===== config.mk =====
export PLATFORM = sky130hd
export DESIGN_NAME = mem_access_stage
export DESIGN_NICKNAME = d
export VERILOG_FILES = /design/src/rtl/mem_access_stage_pkg.sv /design/src/rtl/mem_access_stage_load_store_align.sv /design/src/rtl/mem_access_stage.sv
export SDC_FILE = /design/constraint.sdc
export NUM_CORES = 1
export LEC_CHECK = 0
export BUFFER_PORTS_ARGS = -buffer_cell sky130_fd_sc_hd__buf_4
export CORE_ASPECT_RATIO = 0.75
export CORE_MARGIN = 10
export CORE_UTILIZATION = 48
export CTS_CLUSTER_DIAMETER = 150
export CTS_CLUSTER_SIZE = 16
export DETAILED_ROUTE_END_ITERATION = 6
export GPL_ROUTABILITY_DRIVEN = 0
export GPL_TIMING_DRIVEN = 0
export PLACE_DENSITY_LB_ADDON = 0.08
export SLEW_MARGIN = 20
export SYNTH_ARGS = -nofsm -noshare
export SYNTH_HDL_FRONTEND = slang
export SYNTH_SLANG_ARGS = --single-unit

===== constraint.sdc =====
create_clock -name clk -period 5.16 [get_ports clk]
set_input_delay 0.258 -clock clk [delete_from_list [all_inputs] [get_ports clk]]
set_output_delay 0.258 -clock clk [all_outputs]
set_load 0.02 [all_outputs]

===== src/rtl/mem_access_stage_pkg.sv =====
// Shared definitions for the MEM stage: funct3 load/store codes, FSM states,
// access-size decode and the MEM/WB pipeline register layout.
package mem_access_stage_pkg;

    localparam logic [2:0] F3_B  = 3'b000;
    localparam logic [2:0] F3_H  = 3'b001;
    localparam logic [2:0] F3_W  = 3'b010;
    localparam logic [2:0] F3_BU = 3'b100;
    localparam logic [2:0] F3_HU = 3'b101;

    typedef enum logic {
        IDLE   = 1'b0,
        ACCESS = 1'b1
    } state_e;

    typedef enum logic [1:0] {
        SZ_B,
        SZ_H,
        SZ_W
    } size_e;

    // Unknown funct3 codes fall back to a full word access.
    function automatic size_e f3_size(input logic [2:0] funct3);
        case (funct3)
            F3_B, F3_BU: return SZ_B;
            F3_H, F3_HU: return SZ_H;
            F3_W:        return SZ_W;
            default:     return SZ_W;
        endcase
    endfunction

    typedef struct packed {
        logic        mem_to_reg;
        logic        reg_write;
        logic [4:0]  rd;
        logic [31:0] alu_result;
        logic [31:0] read_data;
    } memwb_t;

endpackage


===== src/rtl/mem_access_stage_load_store_align.sv =====
// Combinational byte-lane logic: store enables/replication, alignment check,
// and load-data extraction with sign or zero extension.
module mem_access_stage_load_store_align
    import mem_access_stage_pkg::*;
(
    input  logic [2:0]  st_funct3_i,
    input  logic [1:0]  st_offset_i,
    input  logic [31:0] st_data_i,
    output logic [3:0]  be_o,
    output logic [31:0] wdata_o,
    output logic        misalign_o,
    input  logic [2:0]  ld_funct3_i,
    input  logic [1:0]  ld_offset_i,
    input  logic [31:0] rdata_i,
    output logic [31:0] ld_data_o
);

    logic [31:0] shifted;
    logic        ld_signed;

    // NOTE: every output gets a default first so no path through the case infers a latch.
    always_comb begin
        be_o       = 4'b1111;
        wdata_o    = st_data_i;
        misalign_o = 1'b0;
        case (f3_size(st_funct3_i))
            SZ_B: begin
                be_o    = 4'b0001 << st_offset_i;
                wdata_o = {4{st_data_i[7:0]}};
            end
            SZ_H: begin
                be_o       = 4'b0011 << st_offset_i;
                wdata_o    = {2{st_data_i[15:0]}};
                misalign_o = st_offset_i[0];
            end
            default: misalign_o = |st_offset_i;
        endcase
    end

    assign shifted   = rdata_i >> {ld_offset_i, 3'b000};
    assign ld_signed = (ld_funct3_i == F3_B) || (ld_funct3_i == F3_H);

    always_comb begin
        ld_data_o = shifted;
        case (f3_size(ld_funct3_i))
            SZ_B:    ld_data_o = {{24{ld_signed & shifted[7]}}, shifted[7:0]};
            SZ_H:    ld_data_o = {{16{ld_signed & shifted[15]}}, shifted[15:0]};
            default: ld_data_o = shifted;
        endcase
    end

endmodule


===== src/rtl/mem_access_stage.sv =====
// MEM pipeline stage: issues one data-memory access at a time over a valid/ready
// bus, stalls EX while it is outstanding, and holds the MEM/WB register.
module mem_access_stage
    import mem_access_stage_pkg::*;
#(
    parameter int unsigned TIMEOUT_CYCLES = 255
) (
    input  logic        clk,
    input  logic        rst,
    input  logic        Ctl_MemtoReg_in,
    input  logic        Ctl_RegWrite_in,
    input  logic        Ctl_MemRead_in,
    input  logic        Ctl_MemWrite_in,
    input  logic        Ctl_Branch_in,
    input  logic [4:0]  Rd_in,
    input  logic [2:0]  funct3_in,
    input  logic        Zero_in,
    input  logic [31:0] ALUresult_in,
    input  logic [31:0] PCimm_in,
    input  logic [31:0] ReadData2_in,
    output logic        dmem_valid,
    output logic        dmem_we,
    output logic [31:0] dmem_addr,
    output logic [3:0]  dmem_be,
    output logic [31:0] dmem_wdata,
    input  logic        dmem_ready,
    input  logic [31:0] dmem_rdata,
    output logic        stall_out,
    output logic        PCSrc_out,
    output logic [31:0] PCimm_out,
    output logic        Ctl_MemtoReg_out,
    output logic        Ctl_RegWrite_out,
    output logic [4:0]  Rd_out,
    output logic [31:0] ALUresult_out,
    output logic [31:0] ReadData_out,
    output logic        misalign_out,
    output logic        bus_err_out
);

    localparam int CNT_W = (TIMEOUT_CYCLES > 1) ? $clog2(TIMEOUT_CYCLES) : 1;

    state_e           state_q;
    logic [CNT_W-1:0] cnt_q;
    logic [31:0]      addr_q;
    logic [31:0]      wdata_q;
    logic [3:0]       be_q;
    logic             we_q;
    logic [2:0]       funct3_q;
    memwb_t           memwb_q;
    logic             misalign_q;
    logic             bus_err_q;

    logic             mem_op;
    logic             misalign;
    logic             start;
    logic             done;
    logic             timeout;
    logic [3:0]       be;
    logic [31:0]      wdata;
    logic [31:0]      ld_data;

    mem_access_stage_load_store_align u_align (
        .st_funct3_i (funct3_in),
        .st_offset_i (ALUresult_in[1:0]),
        .st_data_i   (ReadData2_in),
        .be_o        (be),
        .wdata_o     (wdata),
        .misalign_o  (misalign),
        .ld_funct3_i (funct3_q),
        .ld_offset_i (addr_q[1:0]),
        .rdata_i     (dmem_rdata),
        .ld_data_o   (ld_data)
    );

    assign mem_op  = Ctl_MemRead_in | Ctl_MemWrite_in;
    assign start   = (state_q == IDLE) && mem_op && !misalign;
    assign done    = (state_q == ACCESS) && dmem_ready;
    assign timeout = (state_q == ACCESS) && !dmem_ready
                     && (cnt_q == CNT_W'(TIMEOUT_CYCLES - 1));

    // An aborted access releases EX just like a completed one.
    assign stall_out = start || ((state_q == ACCESS) && !done && !timeout);

    // NOTE: state uses non-blocking assignments so every register samples pre-edge values.
    always_ff @(posedge clk or posedge rst) begin
        if (rst) begin
            state_q    <= IDLE;
            cnt_q      <= '0;
            addr_q     <= '0;
            wdata_q    <= '0;
            be_q       <= '0;
            we_q       <= 1'b0;
            funct3_q   <= '0;
            memwb_q    <= '0;
            misalign_q <= 1'b0;
            bus_err_q  <= 1'b0;
        end else begin
            misalign_q <= 1'b0;
            bus_err_q  <= 1'b0;
            case (state_q)
                IDLE: begin
                    cnt_q <= '0;
                    if (mem_op && misalign) begin
                        memwb_q    <= '0;
                        misalign_q <= 1'b1;
                    end else if (mem_op) begin
                        state_q  <= ACCESS;
                        addr_q   <= ALUresult_in;
                        we_q     <= Ctl_MemWrite_in;
                        be_q     <= be;
                        wdata_q  <= wdata;
                        funct3_q <= funct3_in;
                        memwb_q  <= '0;
                    end else begin
                        memwb_q <= '{mem_to_reg: Ctl_MemtoReg_in, reg_write: Ctl_RegWrite_in,
                                     rd: Rd_in, alu_result: ALUresult_in, read_data: 32'h0};
                    end
                end
                ACCESS: begin
                    if (done) begin
                        state_q <= IDLE;
                        memwb_q <= '{mem_to_reg: Ctl_MemtoReg_in, reg_write: Ctl_RegWrite_in,
                                     rd: Rd_in, alu_result: ALUresult_in, read_data: ld_data};
                    end else if (timeout) begin
                        state_q   <= IDLE;
                        bus_err_q <= 1'b1;
                        memwb_q   <= '0;
                    end else begin
                        cnt_q <= cnt_q + CNT_W'(1);
                    end
                end
            endcase
        end
    end

    assign dmem_valid = (state_q == ACCESS);
    assign dmem_we    = we_q;
    assign dmem_addr  = {addr_q[31:2], 2'b00};
    assign dmem_be    = be_q;
    assign dmem_wdata = wdata_q;

    assign PCSrc_out = Ctl_Branch_in & Zero_in;
    assign PCimm_out = PCimm_in;

    assign Ctl_MemtoReg_out = memwb_q.mem_to_reg;
    assign Ctl_RegWrite_out = memwb_q.reg_write;
    assign Rd_out           = memwb_q.rd;
    assign ALUresult_out    = memwb_q.alu_result;
    assign ReadData_out     = memwb_q.read_data;
    assign misalign_out     = misalign_q;
    assign bus_err_out      = bus_err_q;

endmodule

==> metrics, run 1 <==
outcome=completed; die area=20,400 um^2; syn_area_per_cell=10.1 um^2; crit path DAT=2.49 ns; post-layout power=4.54 mW; NumNets Final=1,170; gr ovfl total=0; EDFF count, synth=0; Synth Flop Type=dfrtp_1; Routed Antenna Nets=0; Final Cell Area=10,300 um^2; Slew Limit Fails=0; CTS Buffer Depth=2; Worst Tran Pin Value=0.679 ns; worst skew pair latency=0.42 ns; first-pass GRT wire length=37,200 um; Overall Global Routing Usage=23.0%; routed vias/inst=5.15; commonest non-fill, non-tap cells in the layout=349 x buf_4, 161 x nand2_1, 154 x dfrtp_1, 39 x a22o_1, 38 x a21oi_1; CTS Buf Count=17; fin crit period=2.75 ns; post-synthesis cell count=716; Synth warnings=0; setup slack after placement=2.86 ns; crit path capture type=primary output; share of the synthesized area in the top cell type=53.5%; vias in the first global route=6,608; Reg2Reg Depth=5; Leakage Power=5.33 nW; DR vias=6,370; kind of critical path=register to primary output; Seq/Total Area, Yosys=53.5%; relative slew slack=54.8%; core area=14,600 um^2; Synth-to-Final Area Change=42.3%; PD cells=442 nW/um^2; hpwl dp=18,800 um; #FFs+latches synth=154; hold depth=3; most common cell after layout, fill and taps aside=buf_4; Synth area leaders=dfrtp_1 53%, nand2_1 8.4%, buf_4 6.7%, a22o_1 4.7%, mux2i_1 4.7%; wire per inst=19.7 um; Die W=162 um; skew final=0.0145 ns; Die H=126 um; RSZ-0062 raised after global routing=no; share of cells above drive strength 1=38.9%; TritonCTS clock tree=built; worst endpoint required time=4.90 ns; share of synthesized registers carrying an async set or reset=100%; Post-Syn Area=7210 um^2; H-tree Lvls=4; # clock sinks=154; startpoint class of the critical path=register; max-cap violations=0; Fmax achieved=364 MHz; CP max FO=10; drt total wl=24,400 um; First-pass DRT Iterations=7; distinct cell type count of the synthesized netlist=51; DP Area=9640 um^2; Setup WS post-layout=2.41 ns; final hold viol count=0; # diodes=0; initial drt markers=426; Rows=38; largest area contributor in the netlist=dfrtp_1; Worst VDD drop=0.000230 V; largest net degree at the start of global routing=90; DR DRC count=0; Port Buffer Count=285; CTS clk-pin slew, worst paths=0.06 ns; Final period util=53.3%; postcts setup bufs=0; clock root buffer=clkbuf_16; antenna violations before repair=0; Initial Util=49.4%; IO Pins=322; final setup vio count=0; worst min path class=primary input to register
cell usage after synthesis, types with 9 or more instances:
library cell and n:
a211oi_1 9, o21ai_0 11, a22o_1 39, a21oi_1 38, dfrtp_1 154, nor2b_1 9
nand2_1 161, buf_2 12, o21ai_1 29, buf_4 64, mux2i_1 34, clkbuf_1 28
nor2_1 32
metrics by stage:
| step | hold WS [ns] | util (%) | instances | TNS, ns |
|---|---|---|---|---|
| 2_1_floorplan | 0.363 | - | 717 | 0 |
| 3_3_place_gp | 0.450 | 65.8 | 1202 | -151.13 |
| 3_5_place_dp | 0.401 | 66.0 | 1203 | 0 |
| 4_1_cts | 0.0242 | 70.3 | 1236 | 0 |
| 5_1_grt | 0.0285 | 70.3 | 1236 | 0 |
| 6_report | 0.0334 | 70.3 | 1236 | 0 |
cells by family (layout without fill, tap and decap cells):
family / count (synthesis) / after routing / synth area share [%]
flops: 154 / 154 / 53.5
mux: 36 / 36 / 5.35
compound gates: 169 / 169 / 16.6
xor+xnor: 2 / 2 / 0.243
other cells: 1 / 2 / 0.0520
simple gates: 239 / 239 / 14.3
fa+ha+maj: 2 / 2 / 0.347
buf+inv: 113 / 432 / 9.63
routing by layer:
layer	GRT usage [%]	up-vias	part of all wire, %
met3	11.1	28	11
met2	35.1	288	45
met5	0	-	0
met4	5.71	0	1.7
li1	-	3039	-
met1	28.9	3015	41
final cells by class:
cell class	count	area, um^2
Buffer	110	683
Fill cell	1198	4340
Timing Repair Buffer	287	2180
Sequential cell	154	3850
Multi-Input combinational cell	450	2660
Inverter	3	18.8
Clock inverter	13	168
Clock buffer	19	443
Tap cell	200	250
path summary, 6_finish.rpt:
kind | startpoint | endpoint | slack, ns
worst min-delay path | ALUresult_in[23] | addr_q[23] | 0.03
worst max-delay path | dmem_valid | stall_out | 2.41
min in group asynchronous | rst | addr_q[24] | 0.48
max in group asynchronous | rst | ReadData_out[6] | 3.92
worst max register to register | dmem_valid | ALUresult_out[19] | 2.91
worst min register to register | addr_q[26] | addr_q[26] | 0.47
sequential cells by signal, summed over array words and instances, names as in the netlist:
register	flops
ALUresult_out	32
Ctl_MemtoReg_out	1
Ctl_RegWrite_out	1
Rd_out	5
ReadData_out	32
addr_q	32
bus_err_out	1
cnt_q	8
dmem_be	4
dmem_valid	1
dmem_wdata	32
dmem_we	1
funct3_q	3
misalign_out	1
report_power, final:
group / switching [mW] / total, mW / internal [mW]
combinational: 0.918 / 1.63 / 0.712
sequential: 0.155 / 1.62 / 1.46
clock: 0.512 / 1.29 / 0.778
timing repair:
item | CTS | global route
setup endpoints to repair | 0 | 0
hold buffers | 1 | 0
hold endpoints to repair | 88 | 0
resized for setup | 0 | 0
critical path: stages, from the launching register on:
cell and delay [ns]:
dfrtp_1 0.33, clkbuf_1 0.33, o21ba_2 0.26, o21ai_1 0.25, buf_2 0.31, buf_2 0.30
o21ai_1 0.12, buf_4 0.17
Power figures use the tool's default switching activity.
==> run 2, diff against run 1 <==
- CORE_UTILIZATION: 48 -> 43
- clock period: 5.16 -> 2.5 ns (I/O delays scaled with it)
==> metrics, run 2 (synthesis results as in run 1) <==
worst min path class=primary input to register; hpwl dp=19,300 um; outcome=completed; share of cells above drive strength 1=36.6%; drt total wl=26,200 um; skew final=0.00917 ns; Storage cell area=3850 um^2; busiest grt layer=met2; startpoint class of the critical path=register; max-cap violations=0; # clock sinks=154; Critical R2R Launch=cnt_q[0]; P_sw=3.35 mW; Layout fillers=1,316; Cells after DPL=1,217; Final period util=92.4%; RSZ-0062 raised after global routing=no; first-pass GRT wire length=40,700 um; final hold viol count=0; Port Buffer Count=285; DR DRC count=0; crit path DAT=2.67 ns; Initial Util=44.5%; First-pass DRT Iterations=5; WP buf/inv=2; Worst Setup EP=ALUresult_out[7]; gr ovfl total=0; M3 GR Usage=9.06%; Reg2Reg Depth=7; commonest non-fill, non-tap cells in the layout=349 x buf_4, 161 x nand2_1, 153 x dfrtp_1, 79 x dlygate4sd3_1, 39 x a22o_1; Overall Global Routing Usage=22.8%; Rows=40; Comb pwr share=37.3%; DR vias=6,739; antenna violations before repair=2; CTS Buf Count=17; clock root buffer=clkbuf_16; routed vias/inst=5.07; Synth-to-Final Area Change=53.8%; PD cells=844 nW/um^2; Crit-path slowest cell=nor2_1; CTS clk-pin slew, worst paths=0.06 ns; core area=16,200 um^2; Leakage Power=5.66 nW; multi-input logic area=2670 um^2; vias in the first global route=7,123; Routed Antenna Nets=0; most common cell after layout, fill and taps aside=buf_4; routing usage on met1=28.8%; worst skew pair latency=0.42 ns; fin cells=1,328; crit-path max cell delay=0.54 ns; largest net degree at the start of global routing=34; cells along the critical path=inv_1 > ha_1 > nand3_1 > nor2_2 > nor2_1 > clkbuf_1 > a22o_1; TritonCTS clock tree=built; Fmax achieved=433 MHz; register share of total power=35.7%; die area=22,400 um^2; Die H=132 um; switching share of power=35.8%; worst hold margin=0.0345 ns; CP max FO=10; postcts setup bufs=0; CP top delay family=simple AND/OR/NAND/NOR gates; IO Pins=322; clock power share=26.9%; GR Util met2=35.3%; Slew Limit Fails=0; Worst Tran Pin Value=0.691 ns; worst endpoint required time=2.86 ns; Worst VDD drop=0.000495 V; fin crit period=2.31 ns; wire per inst=19.7 um; crit path capture type=register; Die W=170 um; CTS Buffer Depth=2; Levels on crit path=7; R2R setup slack=0.19 ns; final setup vio count=0; initial drt markers=478; internal power=6.01 mW; relative slew slack=53.9%; R2R Path End=ALUresult_out[7]; NumNets Final=1,251; kind of critical path=register to register; Worst Setup SP=cnt_q[0]; H-tree Lvls=4
==> run 2: stage by stage <==
step	setup WS, ns	power, mW	cell area [um^2]	util (%)	setup TNS [ns]
floorplan	0.430	5.26	7220	-	0
CTS	0.0893	9.38	11100	68.3	0
global placement	-0.596	6.71	9620	59.3	-90.01
detailed placement	0.229	6.76	9720	59.9	0
finish	0.191	9.35	11100	68.4	0
global route	0.0233	9.83	11100	68.4	0
==> run 2: worst min-delay path by stage <==
stage / from / end / slack, ns / cells after the start
after global placement: funct3_in[2] / funct3_q[2] / 0.32 / 3
after floorplan: ALUresult_in[10] / addr_q[10] / 0.23 / 2
final: ReadData2_in[25] / dmem_wdata[25] / 0.03 / 3
after CTS: ReadData2_in[25] / dmem_wdata[25] / 0.02 / 3
after global routing: ReadData2_in[28] / dmem_wdata[28] / 0.03 / 3
after detailed placement: rst / dmem_wdata[25] / 0.15 / 2
==> run 2: timing repair <==
action                                  CTS  global route
hold buffers                             79             0
pin swaps                                 0             0
endpoints found under the hold margin   123             0
endpoints found under the setup margin    1             1
gates resized for setup                   1             2
==> run 2: power by group through the flow <==
stage | clock network [mW] | registers (mW) | logic, mW
2_1_floorplan | 0 | 3.78 | 1.48
3_3_place_gp | 0 | 3.36 | 3.35
3_5_place_dp | 0 | 3.36 | 3.40
4_1_cts | 2.54 | 3.34 | 3.50
5_1_grt | 2.66 | 3.41 | 3.76
6_report | 2.52 | 3.34 | 3.49
==> run 2: layout make-up <==
| cell class | count | share of cell area, % |
|---|---|---|
| flip-flops and latches | 154 | 34.8 |
| multi-input cells | 450 | 24.1 |
| well taps | 210 | 2.37 |
| diodes | 2 | 0.0451 |
| clock buffers | 19 | 4.09 |
| repair buffers | 369 | 27.3 |
| clock inverters | 12 | 1.05 |
| inverters | 3 | 0.135 |
| plain buffers | 109 | 6.15 |
==> run 2: routing by layer <==
| layer | up-vias | share of wire [%] |
|---|---|---|
| met5 | - | 0 |
| met4 | 0 | 2.2 |
| met3 | 36 | 9.1 |
| met2 | 282 | 46 |
| met1 | 3219 | 42 |
| li1 | 3202 | - |
==> run 2: worst min-delay path, stage by stage <==
cell and delay (ns):
buf_4 0.08, a21oi_1 0.07, o21ai_1 0.13
